### config.mk
export PLATFORM = sky130hd
export DESIGN_NAME = layer_sequencer
export DESIGN_NICKNAME = d
export VERILOG_FILES = /design/src/rtl/layer_sequencer_pkg.sv /design/src/rtl/layer_sequencer_dff.sv /design/src/rtl/layer_sequencer.sv
export SDC_FILE = /design/constraint.sdc
export NUM_CORES = 1
export LEC_CHECK = 0
export CAP_MARGIN = 20
export CORE_MARGIN = 10
export CORE_UTILIZATION = 40
export DETAILED_ROUTE_END_ITERATION = 6
export HOLD_SLACK_MARGIN = 0.02
export PLACE_DENSITY = 0.76
export SETUP_SLACK_MARGIN = 0.15
export SKIP_CTS_REPAIR_TIMING = 1
export SYNTH_ARGS = -nofsm -noshare
export SYNTH_HDL_FRONTEND = slang
export SYNTH_SLANG_ARGS = --single-unit
### constraint.sdc
create_clock -name clk -period 2.3 [get_ports clk]
set_input_delay 0.345 -clock clk [delete_from_list [all_inputs] [get_ports clk]]
set_output_delay 0.345 -clock clk [all_outputs]
set_load 0.02 [all_outputs]
### src/rtl/layer_sequencer_pkg.sv
// Shared definitions for the fully-connected layer sequencer: state encoding and
// the memory read latency that sets the address-to-accumulate delay.
package layer_sequencer_pkg;

  typedef logic [2:0] state_t;

  localparam state_t S_IDLE  = 3'd0;
  localparam state_t S_CLEAR = 3'd1;
  localparam state_t S_ACCUM = 3'd2;
  localparam state_t S_DRAIN = 3'd3;
  localparam state_t S_WRITE = 3'd4;
  localparam state_t S_DONE  = 3'd5;

  // Cycles between presenting an address and its read data being usable.
  localparam int MEM_RD_LAT = 1;

endpackage

### src/rtl/layer_sequencer_dff.sv
// Enable-gated D flip-flop with synchronous active-high clear.
module layer_sequencer_dff #(
  parameter int W = 1
) (
  input  logic         clk,
  input  logic         reset,
  input  logic         en_i,
  input  logic [W-1:0] d_i,
  output logic [W-1:0] q_o
);

  always_ff @(posedge clk) begin
    if (reset)     q_o <= '0;
    else if (en_i) q_o <= d_i;
  end

endmodule

### src/rtl/layer_sequencer.sv
// Control FSM for one fully-connected layer: per neuron it clears the accumulator,
// streams input/weight addresses, gates accumulate behind the reads and writes the result.
module layer_sequencer
  import layer_sequencer_pkg::*;
#(
  parameter int DWIDTH    = 16,
  parameter int N_INPUTS  = 400,
  parameter int N_NEURONS = 10,
  parameter int IAWIDTH   = 9,
  parameter int NAWIDTH   = 4,
  parameter int WAWIDTH   = 13
) (
  input  logic               clk,
  input  logic               reset,
  input  logic               start_i,
  input  logic               stall_i,
  output logic               busy_o,
  output logic               done_o,
  output logic [IAWIDTH-1:0] in_addr_o,
  output logic [WAWIDTH-1:0] w_addr_o,
  output logic               acc_clr_o,
  output logic               acc_en_o,
  output logic               out_en_o,
  output logic [NAWIDTH-1:0] out_addr_o
);

  if (DWIDTH < 1 || N_INPUTS < 1 || N_INPUTS > 2**IAWIDTH ||
      N_NEURONS < 1 || N_NEURONS > 2**NAWIDTH ||
      N_INPUTS * N_NEURONS > 2**WAWIDTH) begin : g_bad_cfg
    $error("layer_sequencer: parameter out of range");
  end

  state_t state_q, state_d;

  logic [IAWIDTH-1:0] in_cnt_q, in_cnt_d;
  logic [WAWIDTH-1:0] w_cnt_q,  w_cnt_d;
  logic [NAWIDTH-1:0] n_cnt_q,  n_cnt_d;
  logic               last_in, last_n;

  assign last_in = (in_cnt_q == IAWIDTH'(N_INPUTS - 1));
  assign last_n  = (n_cnt_q  == NAWIDTH'(N_NEURONS - 1));

  // ---- state register ----
  always_ff @(posedge clk) begin
    if (reset) state_q <= S_IDLE;
    else       state_q <= state_d;
  end

  // ---- next state ----
  always_comb begin
    state_d = state_q;
    if (!stall_i) begin
      case (state_q)
        S_IDLE:  if (start_i) state_d = S_CLEAR;
        S_CLEAR: state_d = S_ACCUM;
        S_ACCUM: if (last_in) state_d = S_DRAIN;
        S_DRAIN: state_d = S_WRITE;
        S_WRITE: state_d = last_n ? S_DONE : S_CLEAR;
        S_DONE:  state_d = S_IDLE;
        default: state_d = S_IDLE;
      endcase
    end
  end

  // ---- address / neuron counters ----
  always_comb begin
    in_cnt_d = in_cnt_q;
    w_cnt_d  = w_cnt_q;
    n_cnt_d  = n_cnt_q;
    if (!stall_i) begin
      case (state_q)
        S_IDLE: begin
          if (start_i) begin
            w_cnt_d = '0;
            n_cnt_d = '0;
          end
        end
        S_CLEAR: in_cnt_d = '0;
        S_ACCUM: begin
          // in_addr parks at 0 after the last input; w_addr runs across neurons
          // and stops on the final weight so it never wraps.
          in_cnt_d = last_in ? '0 : in_cnt_q + 1'b1;
          if (!(last_in && last_n)) w_cnt_d = w_cnt_q + 1'b1;
        end
        S_WRITE: if (!last_n) n_cnt_d = n_cnt_q + 1'b1;
        default: ;
      endcase
    end
  end

  always_ff @(posedge clk) begin
    if (reset) begin
      in_cnt_q <= '0;
      w_cnt_q  <= '0;
      n_cnt_q  <= '0;
    end else begin
      in_cnt_q <= in_cnt_d;
      w_cnt_q  <= w_cnt_d;
      n_cnt_q  <= n_cnt_d;
    end
  end

  // ---- address-valid pipeline: accumulate fires MEM_RD_LAT unstalled cycles after issue ----
  logic [MEM_RD_LAT:0] vld_pipe;

  assign vld_pipe[0] = (state_q == S_ACCUM);

  for (genvar k = 1; k <= MEM_RD_LAT; k++) begin : g_vld
    layer_sequencer_dff #(.W(1)) u_vld (
      .clk   (clk),
      .reset (reset),
      .en_i  (!stall_i),
      .d_i   (vld_pipe[k-1]),
      .q_o   (vld_pipe[k])
    );
  end

  // ---- outputs: strobes suppressed while stalled so a frozen state fires nothing ----
  always_comb begin
    busy_o    = (state_q != S_IDLE);
    acc_clr_o = 1'b0;
    acc_en_o  = 1'b0;
    out_en_o  = 1'b0;
    done_o    = 1'b0;
    if (!stall_i) begin
      acc_clr_o = (state_q == S_CLEAR);
      acc_en_o  = vld_pipe[MEM_RD_LAT];
      out_en_o  = (state_q == S_WRITE);
      done_o    = (state_q == S_DONE);
    end
  end

  assign in_addr_o  = in_cnt_q;
  assign w_addr_o   = w_cnt_q;
  assign out_addr_o = n_cnt_q;

endmodule

* Yosys cells after proc, flatten, opt, wreduce, memory -nomap -nowiden
Index checks and enable logic that the tools add are counted.
** Word-level totals
- Output and inout bits :: 31
- Flip-flop bits (word level) :: 30
- Bits in latches :: 0
- Word-level logic and storage cells :: 46
- Memories kept :: 0
- RAM bits :: 0
- ROM bits :: 0
** Operators by class
- Shift operators :: 0
- Reduce and logical (&&, ||, !) cells :: 10
- Mux-type cells :: 16
- Eq/ne operators :: 11
- Div/mod/pow operators :: 0
- Bitwise gates (word level) :: 1
- Multiply operators :: 0
- Order comparisons :: 0
- $add $sub $neg :: 3
** Operators by type and width (number)
- two-way mux 13 bit :: 2
- case mux 13 bit (2 select lines) :: 1
- case mux 9 bit (2 select lines) :: 1
- case mux 3 bit (5 select lines) :: 1
- adder 13 x 1 -> 13 bit, second input constant :: 1
- adder 9 x 1 -> 9 bit, second input constant :: 1
- == test 9 bit, second input constant :: 1
- two-way mux 3 bit :: 3
- two-way mux 9 bit :: 1
- two-way mux 4 bit :: 2
- != test 2 bit, second input constant :: 4
- case mux 4 bit (2 select lines) :: 1
- AND reduction 4 bit :: 2
- == test 3 x 2 -> 1 bit, second input constant :: 2
- == test 3 bit, second input constant :: 2
- nonzero test 2 bit :: 3
- adder 4 x 1 -> 4 bit, second input constant :: 1
- == test 4 bit, second input constant :: 1
- two-way mux 1 bit :: 4
- == test 3 x 1 -> 1 bit, second input constant :: 1
- logical NOT 3 bit :: 1
- AND reduction 3 bit :: 1
- nonzero test 3 bit :: 1
- AND reduction 2 bit :: 1
- 2 further kinds :: 2

* Logic depth before layout (Yosys ltp)
Gate-level depths: netlist of the first run.
- Depth in word-level cells :: 4
- Mapped depth :: 7
- Mapped depth without buffers :: 6

* By module
A second synthesis of the first run with hierarchy kept.
** Unflattened totals
- Cell total of the unflattened synthesis :: 216
- Area, all modules :: 1784.2 um^2
** By module, submodules not included
- layer_sequencer :: times used 1, area each 1750.4 um^2, cells an instance 213, seq. area each 580.6 um^2
- layer_sequencer_dff :: times used 1, area each 33.8 um^2, cells an instance 3, seq. area each 20.0 um^2

* Worst setup path before layout of the first run
Ideal clock, no wire load.
- Path type :: reg2reg
- Start point :: register n_cnt_q[1], in the netlist out_addr_o[1]
- End point :: register w_cnt_q[4], in the netlist w_addr_o[4]
- Buffers on the path :: 1
- Slack :: 210 ps
- Arrival time :: 2003 ps
- Clock period less this slack :: 2090 ps
- Required time :: 2214 ps
- Setup time :: 86 ps
- Cell stages (with the launch flop) :: 8
- Path through :: dfxtp_1 inv_1 ha_1 and4bb_1 and4_1 clkbuf_1 or4_4 a221oi_2
** On the way
- Longest elaborated chain between the ends :: 4
** Ends and longest elaborated chain
- from (decl) :: RTL line layer_sequencer.sv:37 : logic [NAWIDTH-1:0] n_cnt_q, n_cnt_d;
- from (signal assigned) :: RTL line layer_sequencer.sv:99 : n_cnt_q <= n_cnt_d;
- == test 4 bit :: RTL line layer_sequencer.sv:41 : assign last_n = (n_cnt_q == NAWIDTH'(N_NEURONS - 1));
- logical AND 1 bit :: RTL line layer_sequencer.sv:83 : if (!(last_in && last_n)) w_cnt_d = w_cnt_q + 1'b1;
- != test 2 bit (no line)
- AND reduction 4 bit (no line)
- to (signal assigned) :: RTL line layer_sequencer.sv:98 : w_cnt_q <= w_cnt_d;
- to (decl) :: RTL line layer_sequencer.sv:36 : logic [WAWIDTH-1:0] w_cnt_q, w_cnt_d;
Every way passes these cells.
A chain may end at the register's enable or synchronous reset.

* Worst setup path in the final report of the first run
- Start point :: input port stall_i
- End point :: register w_cnt_q[2], in the netlist w_addr_o[2]
** On the way
- Longest elaborated chain between the ends :: 2
** Ends and longest elaborated chain
- from (decl) :: RTL line layer_sequencer.sv:16 : input logic stall_i,
- NOT 1 bit (no line)
- AND reduction 4 bit (no line)
Every way passes these cells.

==> impl_metrics.json, run 1 <==
{
  "status": "completed",
  "hold_class": "reg2reg",
  "postSynthAreaPerCell_um2": 8.175,
  "route.vias.total": 1799,
  "power_density_nw_per_um2": 514.5,
  "cp_cell_sequence": "clkdlybuf4s50_1 -> buf_4 -> or4_4 -> buf_4 -> or4_1 -> a31oi_1",
  "rsz0062_at_grt": "no",
  "core_um2": 4086,
  "antenna_found_initial": 0,
  "num_antenna_cells": 0,
  "tritoncts": "yes",
  "slew_violations": 0,
  "fill_cells": 379,
  "skew_ns": 0.01025,
  "crit_slowest_cell": "or4_4",
  "path_clk_slew_ns": 0.07,
  "required_ns": 2.52,
  "hpwl_um": 3426,
  "grt_first_pass_wirelength_um": 8059,
  "layout_min_cycle_time_ns": 2.101,
  "cts.sink_count": 30,
  "regToRegSetupSlack_ns": 0.30,
  "num_rows": 23,
  "numCtsBuffers": 5,
  "synth_top_cell_area_share": 0.3499,
  "leakagePower_nw": 0.8568,
  "clk_path_buf_depth": 2,
  "synthTopCellsByArea": "dfxtp_1, nor2_1, nand4_1",
  "initial_core_util": 0.4201,
  "setup_ws_ns": 0.1995,
  "area_delta_synth_final_pct": 35.35,
  "port_buffers": 34,
  "gp_congestion": 0.8248,
  "first_global_vias": 1773,
  "crit_fanout": 14,
  "clk_latency_ns": 0.30,
  "critPathKind": "in2reg",
  "grt_overflow": 0,
  "netlist_area_um2": 1717,
  "totalWireLength_um": 4848,
  "max_slew.worst_pin.slew_ns": 0.5545,
  "syn-num-nets": 218,
  "die_w_um": 85.51,
  "max_freq_ghz": 0.4761,
  "htree_levels": 2,
  "synth_cells": 210,
  "synth_edf_count": 0,
  "die_h_um": 85.51,
  "yosysTopAreaCell": "dfxtp_1",
  "first_iter_violations": 94,
  "fin_cells": 307,
  "ys_top_cells_by_count": "dfxtp_1, nor2_1, a21oi_1, inv_1, nand2_1",
  "cp-end-kind": "flop",
  "top_level_ports": 35,
  "ys_types": 49,
  "stdcell_area_um2": 2323,
  "die-area_um2": 7312,
  "maxCapViolations": 0,
  "grt_max_degree": 16,
  "setup_viol": 0,
  "critPathArrivalTime_ns": 2.32,
  "cp_common_cell": "buf_4",
  "yosysWarningCount": 0,
  "first_pass_iters": 4,
  "seq_area_frac_synth": 0.3499,
  "relSlewSlack": 0.6208,
  "remaining_drc_errors": 0,
  "fin_nets": 264,
  "finalSetupTns_ns": 0,
  "post_drt_wl_per_cell_um": 15.79,
  "drive_gt1_frac": 0.1440,
  "ys.flop_type": "dfxtp_1",
  "yosysMostFrequentCell": "dfxtp_1",
  "post-route-period-util": 0.9133,
  "root_buffer": "clkbuf_8",
  "cpPeakStageDelay_ns": 0.55,
  "finalHoldViolCount": 0,
  "synth-async-reset-ratio": 0,
  "ir_drop_uv": 416.6,
  "dpl_cell_area_um2": 2197,
  "ys_seq_elements": 30,
  "drtAntennaViolNets": 0,
  "grt_usage": 0.1324,
  "startpoint_type": "input pin",
  "vias_per_cell": 5.860,
  "dp.cells": 299,
  "dp_slack_ns": -0.1738
}
-- cells by family after synthesis --
kind of cell | count (synthesis) | synth area share
AND/OR/NAND/NOR | 95 | 0.3207
AO/OA/AOI/OAI | 48 | 0.2012
flip-flops | 30 | 0.3499
buffers and inverters | 25 | 0.05758
XOR/XNOR | 7 | 0.03571
adder cells (fa/ha/maj) | 4 | 0.02916
multiplexers | 1 | 0.005831
-- area by class of cell --
type	instances	area [µm²]	share of cell area
well taps	50	62.56	0.02693
multi-input cells	155	1022	0.4400
inverters	13	48.80	0.02100
flip-flops and latches	30	601.8	0.2590
clock buffers	8	110.1	0.04739
repair buffers	51	478.0	0.2057
-- registers in the layout, indices dropped and copies added (netlist names) --
signal	cells
out_addr_o	4
state_q	3
w_addr_o	13
in_addr_o	9
g_vld.u_vld.q_o	1
-- path summary, 6_finish.rpt --
kind,startpoint,endpoint,depth (start not counted)
worst max-delay path,stall_i,w_addr_o[2],6
worst min-delay path,g_vld[1].u_vld.q_o,g_vld[1].u_vld.q_o,2
worst max register to register,state_q[1],w_addr_o[4],3
worst min register to register,g_vld[1].u_vld.q_o,g_vld[1].u_vld.q_o,2
-- cells in the final DEF (no fill, tap or decap), types with 3 or more instances in the layout --
cell and n:
inv_1 12, o21ai_0 8, clkdlybuf4s50_1 30, nand2b_1 3
dlymetal6s2s_1 4, dfxtp_1 29, nand2_1 12, ha_1 4
clkbuf_8 8, or3_1 3, nor2_1 17, or4_1 5
nand4_1 10, nand3_1 11, and2_1 3, a21oi_1 12
o31ai_1 4, nor4_1 5, buf_4 17, xor2_1 6
a32o_1 5, nor3_1 8, a211oi_1 4
-- per-stage QoR --
stage               power, mW    util  hold slack [ns]
floorplan              0.6282       -           0.4273
global placement       0.6901  0.5377           0.4415
detailed placement     0.6908  0.5377           0.4545
CTS                     1.201  0.5646           0.4638
global route            1.247  0.5686           0.5099
finish                  1.195  0.5686           0.4664
-- where the power goes --
group / internal, mW / switching (mW)
clock: 0.302 / 0.211
sequential: 0.524 / 0.00832
combinational: 0.0633 / 0.0860
-- critical path, delay by kind of cell --
family / cells / cell delay [ns]
simple gates: 2 / 1.04
buf+inv: 3 / 0.77
compound gates: 1 / 0.16
-- routing by layer --
metal	GRT usage	vias up	wire, µm
li1	-	885	-
met1	0.1453	854	2118
met2	0.2132	53	2288
met3	0.06812	7	398
met4	0.04940	0	42
met5	0	-	0
Note: power is estimated with default switching activity, not from simulation.
==> inputs of run 2 (changes only) <==
Settings changed: REMOVE_ABC_BUFFERS from default to 1.
==> run 2 against run 1 <==
  * Critical path depth stayed put
  * Combinational power is 4% higher
  * Clock skew is 0.0062 ns lower
  * Design area stayed put
  * Via count is 0.17% lower
  * Sequential share of layout area is 0.054 points lower
  * Register-to-register slack worse by 0.04 ns
  * Worst hold slack worse by 0.018 ns
  * Setup slack better by 0.065 ns
  * Clock-buffer cell count is 1 lower
  * Final cell count is 0.65% higher
  * Critical path type is now reg2reg
==> impl_metrics.json, run 2 (synthesized netlist as in run 1, its figures left out) <==
{
  "area_delta_synth_final_pct": 35.35,
  "grt_usage": 0.1248,
  "first_iter_violations": 174,
  "crit_slowest_cell": "or4_4",
  "layout_min_cycle_time_ns": 2.036,
  "regToRegSetupSlack_ns": 0.26,
  "status": "completed",
  "leakagePower_nw": 0.8643,
  "postLayoutCoreUtil": 0.5686,
  "post-route-period-util": 0.8851,
  "setup_viol": 0,
  "critPathKind": "reg2reg",
  "core_um2": 4086,
  "rsz0062_at_grt": "no",
  "clk_latency_ns": 0.28,
  "path_buf_inv": 1,
  "required_ns": 2.50,
  "startpoint_type": "flop",
  "finalHoldViolCount": 0,
  "final_cell_mix": "dfxtp_1, clkdlybuf4s50_1, buf_4",
  "first_pass_iters": 4,
  "dp_slack_ns": -0.1764,
  "critical-path-top-delay-family": "simple AND/OR/NAND/NOR gates",
  "skew_ns": 0.003999,
  "num_antenna_cells": 0,
  "post_drt_wl_per_cell_um": 15.14,
  "tritoncts": "yes",
  "drive_gt1_frac": 0.1390,
  "dpl_cell_area_um2": 2197,
  "path_clk_slew_ns": 0.06,
  "die-area_um2": 7312,
  "root_buffer": "clkbuf_8",
  "crit_fanout": 8,
  "stdcell_area_um2": 2323,
  "ir_drop_uv": 323.2,
  "die_w_um": 85.51,
  "vias_per_cell": 5.812,
  "initial_core_util": 0.4201,
  "cp-end-kind": "flop",
  "maxCapViolations": 0,
  "slew_violations": 0,
  "cp_cell_sequence": "inv_1 -> ha_1 -> and4bb_1 -> and4_1 -> or4_4 -> a221oi_2",
  "grt_first_pass_wirelength_um": 7831,
  "gp_congestion": 0.8341,
  "power_density_nw_per_um2": 483.7,
  "num_rows": 23,
  "top_level_ports": 35,
  "totalWireLength_um": 4677,
  "fin_cells": 309,
  "hold_class": "reg2reg",
  "grt_max_degree": 17,
  "drtAntennaViolNets": 0,
  "antenna_found_initial": 0,
  "remaining_drc_errors": 0,
  "grt_overflow": 0,
  "finalSetupTns_ns": 0,
  "htree_levels": 2,
  "dp.cells": 299,
  "numCtsBuffers": 5,
  "relSlewSlack": 0.6648,
  "cts.sink_count": 30,
  "clk_path_buf_depth": 2,
  "max_slew.worst_pin.slew_ns": 0.4901,
  "max_freq_ghz": 0.4912,
  "port_buffers": 34,
  "final_common_cell": "dfxtp_1",
  "critPathArrivalTime_ns": 2.23,
  "die_h_um": 85.51,
  "fin_nets": 266,
  "hpwl_um": 3415,
  "cpPeakStageDelay_ns": 0.52,
  "setup_ws_ns": 0.2642,
  "first_global_vias": 1710,
  "route.vias.total": 1796,
  "largest_register_ffs": 13
}
[run 2: changes by cell type in the layout (fill, tap and decap cells not counted), sizes merged]
cell           before  now
buf                17   19
clkbuf              8    7
clkdlybuf4s50      30   29
clkinv              1    2
dlymetal6s2s        4    5
[run 2: per-stage QoR]
| stage | hold WS, ns | power, mW |
|---|---|---|
| after global routing | 0.4866 | 1.174 |
| after detailed placement | 0.4453 | 0.6889 |
| after global placement | 0.4387 | 0.6876 |
| after floorplan | 0.4112 | 0.6146 |
| final | 0.4485 | 1.124 |
| after CTS | 0.4542 | 1.127 |
[run 2: final cells by class]
| type | count | area, µm² |
|---|---|---|
| Fill cell | 387 | 1763 |
| Multi-Input combinational cell | 155 | 1021 |
| Sequential cell | 30 | 600.6 |
| Timing Repair Buffer | 53 | 499.2 |
| Clock buffer | 7 | 86.33 |
| Tap cell | 50 | 62.56 |
| Inverter | 13 | 48.80 |
| Clock inverter | 1 | 5.005 |
[run 2: tightest hold or removal path, stage by stage, from the launching register on]
cell	delay, ns
dfxtp_1	0.31
nand2_1	0.05
a21oi_1	0.05
[run 2: path summary, 6_finish.rpt]
kind                       from                 end  cells after the start
min          g_vld[1].u_vld.q_o  g_vld[1].u_vld.q_o                      2
min reg2reg  g_vld[1].u_vld.q_o  g_vld[1].u_vld.q_o                      2
max               out_addr_o[1]         w_addr_o[4]                      6
max reg2reg       out_addr_o[1]         w_addr_o[4]                      6
[run 2: where the power goes]
| group | internal (mW) | switching [mW] |
|---|---|---|
| registers | 0.524 | 0.00370 |
| clock network | 0.241 | 0.200 |
| logic | 0.0648 | 0.0904 |
[run 2: per-layer routing]
| layer | routed length [µm] | vias up | track usage |
|---|---|---|---|
| li1 | - | 887 | - |
| met1 | 1979 | 838 | 0.1424 |
| met2 | 2222 | 66 | 0.2078 |
| met3 | 448 | 5 | 0.05960 |
| met4 | 27 | 0 | 0.02395 |
| met5 | 0 | - | 0 |
==> inputs of run 3 (changes only) <==
Settings changed: CELL_PAD_IN_SITES_DETAIL_PLACEMENT from default to 1, CELL_PAD_IN_SITES_GLOBAL_PLACEMENT from default to 2, CORE_ASPECT_RATIO from default to 1.5, CORE_UTILIZATION 40 to 29, PLACE_DENSITY 0.76 to 0.89.
==> run 3 against run 2 <==
  * Worst hold slack improved by 0.0083 ns
  * Global-route usage shrank 0.63 points
  * Design area up 4.5%
  * Clock-buffer cell count is 1 lower
  * Power grew 23%
  * Sequential cell count stayed put
  * Die area is 29% higher
  * Clock skew grew 0.0050 ns
  * Utilization shrank 15 points
  * Sequential share of layout area is 1.1 points lower
  * Clock power is 56% higher
  * Register-to-register slack better by 0.02 ns
  * Highest routed layer unchanged
==> impl_metrics.json, run 3 (synthesized netlist as in run 1, its figures left out) <==
{
  "regToRegSetupSlack_ns": 0.28,
  "die_h_um": 114.2,
  "grt_first_pass_wirelength_um": 9535,
  "clk_latency_ns": 0.29,
  "crit_fanout": 7,
  "slew_violations": 0,
  "port_buffers": 34,
  "startpoint_type": "input pin",
  "cp-end-kind": "flop",
  "maxCapViolations": 0,
  "postLayoutCoreUtil": 0.4196,
  "grt_max_degree": 16,
  "post-route-period-util": 0.9099,
  "max_freq_ghz": 0.4779,
  "p_switching_mw": 0.3255,
  "setup_viol": 0,
  "htree_levels": 2,
  "critPathKind": "in2reg",
  "first_pass_iters": 4,
  "tritoncts": "yes",
  "root_buffer": "clkbuf_8",
  "post_drt_wl_per_cell_um": 16.78,
  "final_cell_mix": "dfxtp_1, clkdlybuf4s50_1, buf_4",
  "gp_congestion": 0.7700,
  "relSlewSlack": 0.7362,
  "die_w_um": 82.82,
  "first_iter_violations": 85,
  "p_comb_frac": 0.117,
  "pwr-share-seq": 0.384,
  "finalHoldViolCount": 0,
  "route.vias.total": 1848,
  "drive_gt1_frac": 0.1559,
  "ir_drop_uv": 220.6,
  "remaining_drc_errors": 0,
  "fin_nets": 270,
  "vias_per_cell": 5.516,
  "pwr-share-clk": 0.499,
  "path_clk_slew_ns": 0.07,
  "required_ns": 2.52,
  "max_slew.worst_pin.slew_ns": 0.3948,
  "first_global_vias": 2011,
  "internal_power_mw": 1.054,
  "skew_ns": 0.008987,
  "layout_min_cycle_time_ns": 2.093,
  "top_level_ports": 35,
  "drtAntennaViolNets": 0,
  "initial_core_util": 0.2967,
  "leakagePower_nw": 0.9006,
  "core_um2": 5786,
  "grt_usage": 0.1184,
  "totalWireLength_um": 5622,
  "die-area_um2": 9461,
  "grt_overflow": 0,
  "critPathArrivalTime_ns": 2.31,
  "hold-worst-slack_ns": 0.4569,
  "largest_register_ffs": 13,
  "power_density_nw_per_um2": 568.4,
  "num_antenna_cells": 0,
  "rsz0062_at_grt": "yes",
  "area_delta_synth_final_pct": 41.40,
  "antenna_found_initial": 0,
  "hpwl_um": 4260,
  "numCtsBuffers": 5,
  "swShare": 0.2359,
  "cts.sink_count": 30,
  "hold_class": "reg2reg",
  "status": "completed",
  "num_rows": 34,
  "clk_path_buf_depth": 2
}
[run 3: cell types whose count changed in the layout (fill, tap and decap cells not counted)]
cell,delta
a2111oi_0,-1
clkbuf_1,-1
buf_4,+5
clkinv_2,-1
dlymetal6s2s_1,-1
clkdlybuf4s50_1,+1
a2111oi_1,+1
bufinv_16,+2
buf_6,-1
[run 3: metal layers]
layer  wire length (µm)  GRT usage
met5                  0          0
met4                 73    0.05125
met3                251    0.03419
met2               2942     0.2200
met1               2355     0.1196
[run 3: per-stage QoR]
stage,instances,TNS [ns],area [µm²],power [mW],setup WS [ns]
2_1_floorplan,198,0,1667,0.6146,0.1897
3_3_place_gp,327,-0.3124,2270,0.6988,-0.1535
3_5_place_dp,327,-0.5531,2270,0.7034,-0.1800
4_1_cts,335,-0.1803,2412,1.394,-0.1803
5_1_grt,335,0,2427,1.425,0.1356
6_report,335,0,2427,1.380,0.2073
[run 3: power by group through the flow]
stage	Combinational, mW	Sequential [mW]	Clock [mW]
2_1_floorplan	0.0665	0.548	0
3_3_place_gp	0.157	0.542	0
3_5_place_dp	0.161	0.542	0
4_1_cts	0.162	0.530	0.702
5_1_grt	0.178	0.531	0.716
6_report	0.162	0.530	0.688
[run 3: worst max-delay path: stages]
cell,delay (ns)
clkdlybuf4s50_1,0.41
buf_4,0.15
or4_4,0.54
buf_4,0.17
or4_1,0.51
a31oi_1,0.17
[run 3: layout make-up]
cell class                      instances  area (µm²)
Fill cell                             717        3358
Multi-Input combinational cell        155        1022
Sequential cell                        30       600.6
Timing Repair Buffer                   57       523.0
Tap cell                               72       90.09
Clock buffer                            6       82.58
Clock inverter                          2       60.06
Inverter                               13       48.80
[run 3: final timing paths]
kind,depth (start not counted),from,endpoint
setup / recovery,6,stall_i,w_addr_o[2]
hold / removal,2,g_vld[1].u_vld.q_o,g_vld[1].u_vld.q_o
setup reg to reg,5,state_q[0],w_addr_o[4]
hold reg to reg,2,g_vld[1].u_vld.q_o,g_vld[1].u_vld.q_o
